### src/rtl/serializador.sv
`default_nettype none
// ----------------------------------------------------------------------------
// serializador : byte-to-bit serializer, MSB first, with one byte of buffering
//                and a backpressure-aware shift FSM.
// Revision 1.0 - initial release
// ----------------------------------------------------------------------------
module serializador (
  input  logic       clock_100KHz,
  input  logic       reset,
  input  logic [7:0] data_in,
  input  logic       enqueue_in,
  input  logic       ready_in,
  output logic       data_out,
  output logic       write_out,
  output logic       status_out,
  output logic       done_out,
  output logic [7:0] byte_count_out
);

  typedef enum logic [1:0] {
    S_IDLE  = 2'd0,
    S_SHIFT = 2'd1,
    S_DONE  = 2'd2
  } state_t;

  state_t     r_state;
  logic [7:0] r_hold;
  logic       r_hold_valid;
  logic [7:0] r_shreg;
  logic [2:0] r_bit_cnt;

  always_ff @(posedge clock_100KHz) begin
    if (reset) begin
      r_state        <= S_IDLE;
      r_hold         <= 8'd0;
      r_hold_valid   <= 1'b0;
      r_shreg        <= 8'd0;
      r_bit_cnt      <= 3'd0;
      data_out       <= 1'b0;
      write_out      <= 1'b0;
      status_out     <= 1'b1;
      done_out       <= 1'b0;
      byte_count_out <= 8'd0;
    end else begin
      done_out <= 1'b0;

      // status_out mirrors !r_hold_valid; capture and load never coincide
      if (enqueue_in && status_out) begin
        r_hold       <= data_in;
        r_hold_valid <= 1'b1;
        status_out   <= 1'b0;
      end

      case (r_state)
        S_IDLE: begin
          write_out <= 1'b0;
          if (r_hold_valid) begin
            r_shreg      <= r_hold;
            r_hold_valid <= 1'b0;
            status_out   <= 1'b1;
            r_bit_cnt    <= 3'd0;
            r_state      <= S_SHIFT;
          end
        end

        S_SHIFT: begin
          if (ready_in) begin
            data_out  <= r_shreg[7];
            write_out <= 1'b1;
            r_shreg   <= {r_shreg[6:0], 1'b0};
            r_bit_cnt <= r_bit_cnt + 3'd1;
            if (r_bit_cnt == 3'd7) begin
              r_state <= S_DONE;
            end
          end else begin
            // stall: keep data_out, shreg and counter so no bit is lost
            write_out <= 1'b0;
          end
        end

        S_DONE: begin
          write_out      <= 1'b0;
          done_out       <= 1'b1;
          byte_count_out <= byte_count_out + 8'd1;
          r_state        <= S_IDLE;
        end

        default: begin
          write_out <= 1'b0;
          r_state   <= S_IDLE;
        end
      endcase
    end
  end

endmodule
`default_nettype wire

### config.mk
export PLATFORM = sky130hd
export DESIGN_NAME = serializador
export DESIGN_NICKNAME = d
export VERILOG_FILES = /design/src/rtl/serializador.sv
export SDC_FILE = /design/constraint.sdc
export NUM_CORES = 1
export LEC_CHECK = 0
export CORE_ASPECT_RATIO = 0.8
export CORE_MARGIN = 8
export CORE_UTILIZATION = 50
export CTS_CLUSTER_DIAMETER = 150
export CTS_CLUSTER_SIZE = 30
export DETAILED_ROUTE_END_ITERATION = 6
export GPL_ROUTABILITY_DRIVEN = 0
export GPL_TIMING_DRIVEN = 0
export PLACE_DENSITY = 0.83
export SYNTH_ARGS = -nofsm -noshare
export SYNTH_HDL_FRONTEND = slang
export SYNTH_SLANG_ARGS = --single-unit
### constraint.sdc
create_clock -name clock_100KHz -period 3.24 [get_ports clock_100KHz]
set_input_delay 0.486 -clock clock_100KHz [delete_from_list [all_inputs] [get_ports clock_100KHz]]
set_output_delay 0.486 -clock clock_100KHz [all_outputs]
set_load 0.03 [all_outputs]
==> metrics <==
status completed; CTS Root Buffer Type clkbuf_4; row cnt 17; worst hold path depth 3; Hold EP r_state[1]; Reg area around 680 sq um; worst slew pin tran approximately 0.49 ns; CTS tree yes; Placed Cells 219; cell family with most CP delay buffers and inverters; CP peak stage delay approximately 0.7 ns; Initial DRT Pass Iterations 4; final hold vios 0; main area contributors after synthesis dfxtp_1 (47%), a21oi_1 (8.7%), mux2i_1 (7.0%); Port Buffers 21; Vias/cell between 5 and 6; Die Area about 4900 sq um; area of the multi-input gates 682 sq um; internal power roughly 0.00059 W; CP arrival around 1.4 ns; die width roughly 76 um; Seq cells post-synth 34; 1st-iter DRT viols between 90 and 100; antenna violations before repair 0; Post-Layout Cell Count roughly 230; relative slew slack between 60% and 70%; Critical Path Start Type flip-flop; Vias 1249; total CTS buffers 5; grt total ovfl 0; FF-to-FF path depth 4; Lkg Pwr between 0.6 and 0.7 nW; max_cap viols 0; Synth Warn # 0; ANT cells 0; hpwl dp around 2500 um; share of cells above drive strength 1 ~8.0%; # setup viols final 0; cell taking the most area after synthesis dfxtp_1; Total Routing Usage GR 13.9%; Final Skew ~0.0057 ns; CTS hold repair buffers 0; clock group share of total power between 20% and 30%; RSZ-0062 raised after global routing false; nets 203; post-synth net total approximately 180; Sw Ratio approximately a quarter; Final Power slightly below 0.0008 W; total negative setup slack 0 ns; sequential area share after synthesis a little under half; Final ANT Viol Nets 0; CP max-delay cell clkdlybuf4s50_1; reg-to-reg critical path startpoint byte_count_out[0]; switching pwr around 0.00020 W; Max Fclk between 500 and 600 MHz; Max clock buf depth 2; Pwr Density around 450 nW/um^2; worst hold-check path type input port to flip-flop; critical path startpoint byte_count_out[4]; num ports 24; launch point of the worst hold path ready_in; filler instances roughly 230; number of clock sinks 34; syn avg cell area 8.99 sq um; kind of end point of the critical path output port; global-route wire length before repair around 5600 um; CP required 2.75 ns; H-tree Lvls 2; Comb pwr share a little over an eighth; Fin Hold WS between 0.4 and 0.5 ns; part of the power in registers between 50 and 60%; top-area cell type share of the netlist area around 47%; pin count of the biggest net entering global routing 11; WL/cell around 14 um; fin crit period 1.92 ns; Clock transition at path regs roughly 0.09 ns; clk_lat worst skew approximately 0.32 ns; r2r setup slk about 1.8 ns; final wirelength 3260 um; WS Path Type flip-flop to output port; Max Transition Viols Final 0; CP Max Fanout 5; Post-CTS Setup Inserts 0; chip height ~64 um; worst path bufs/invs 1; starting density of the core about 52%; Mapped Cells 160; mapped cell area 1440 sq um; Final period util between 50% and 60%; worst path cell trace clkdlybuf4s50_1; Synth cell types 28; DR DRC count 0; r2r endpoint byte_count_out[6]; vias in the first global route 1246; area grow syn2layout 21.5%; VDD IR max between 0.0003 and 0.0004 V; post_cts resized 0; Core Region 2740 sq um
-- worst min-delay path, stage by stage --
cell and delay [ns]:
buf_2 0.15, nand2_1 0.07, nor3_1 0.04
-- layer usage --
layer / part of all wire, % / GRT usage (%)
met4: 1.9 / 7.56
met1: 45 / 16.5
met3: 5.6 / 3.77
met2: 47 / 22.5
met5: 0 / 0
-- worst max-delay path by stage --
| stage | slack [ns] | endpoint | depth (start not counted) |
|---|---|---|---|
| after floorplan | 1.70 | byte_count_out[6] | 4 |
| after global placement | 1.65 | r_hold[1] | 4 |
| after detailed placement | 1.56 | r_hold_valid | 4 |
| after CTS | 1.32 | byte_count_out[4] | 1 |
| after global routing | 1.26 | byte_count_out[4] | 1 |
| final | 1.32 | byte_count_out[4] | 1 |
-- per-stage QoR --
stage	setup slack, ns	cell area [sq um]	utilization, %
after floorplan	1.70	1440	-
after global placement	1.65	1700	61.8
after detailed placement	1.56	1700	61.8
after CTS	1.32	1750	63.7
after global routing	1.26	1750	63.7
final	1.32	1750	63.7
-- final cells by class --
cell class | count | area share, %
buffer | 13 | 3.65
clock buffer | 6 | 2.94
inverter | 3 | 0.645
multi-input combinational | 110 | 39.0
sequential | 34 | 39.0
tap | 38 | 2.72
timing repair buffer | 21 | 12.0
-- synthesized netlist by cell type, drive strengths merged --
master / count
or2: 1
dfxtp: 34
nor2b: 1
nand2: 12
nand2b: 3
mux2: 1
inv: 3
nor3: 3
o31ai: 2
nor2: 6
ha: 3
nor3b: 2
or3: 3
nand4: 2
clkbuf: 6
a21oi: 25
nand4b: 1
o21ai: 9
or4: 2
a311oi: 7
mux2i: 10
a21o: 1
nand3b: 3
nand3: 11
xor2: 1
xnor2: 1
buf: 7
-- layout by cell type, fill, tap and decap left out --
| master | n |
|---|---|
| nand2_1 | 12 |
| or3_1 | 3 |
| nand3b_1 | 3 |
| clkdlybuf4s50_1 | 21 |
| or4_1 | 2 |
| nor2_1 | 6 |
| buf_2 | 6 |
| nand3_1 | 11 |
| o21ai_0 | 9 |
| nand4_1 | 2 |
| a21o_1 | 1 |
| nand2b_1 | 3 |
| clkbuf_4 | 5 |
| clkbuf_8 | 1 |
| ha_1 | 3 |
| a21oi_1 | 25 |
| nor3b_1 | 2 |
| nand4b_1 | 1 |
| dfxtp_1 | 34 |
| xnor2_1 | 1 |
| o31ai_1 | 2 |
| nor2b_1 | 1 |
| buf_6 | 1 |
| a311oi_1 | 7 |
| inv_1 | 3 |
| nor3_1 | 3 |
| xor2_1 | 1 |
| or2_2 | 1 |
| mux2i_1 | 10 |
| clkbuf_1 | 6 |
| mux2_2 | 1 |
-- sequential cells by signal, indices dropped and copies added (netlist names), 2 cells and up --
| register | count |
|---|---|
| r_state | 2 |
| byte_count_out | 8 |
| r_bit_cnt | 3 |
| r_shreg | 8 |
| r_hold | 8 |
-- logic make-up (layout without fill, tap and decap cells) --
| logic type | Yosys count | in the layout | share of synthesized area (%) |
|---|---|---|---|
| and+or+nand+nor | 50 | 50 | 18.2 |
| AOI/OAI and AO/OA | 44 | 44 | 17.7 |
| DFF | 34 | 34 | 47.3 |
| buffers and inverters | 16 | 43 | 5.22 |
| muxes | 11 | 11 | 7.75 |
| adders and majority gates | 3 | 3 | 2.61 |
| xor gates and xnor gates | 2 | 2 | 1.22 |
-- power by group through the flow --
stage,Combinational [W],Sequential [W],Clock [W]
floorplan,0.0000720,0.000464,0
global placement,0.000101,0.000465,0
detailed placement,0.000106,0.000466,0
CTS,0.000107,0.000457,0.000227
global route,0.000118,0.000460,0.000248
finish,0.000107,0.000457,0.000225
(Power assumes the default switching activity.)
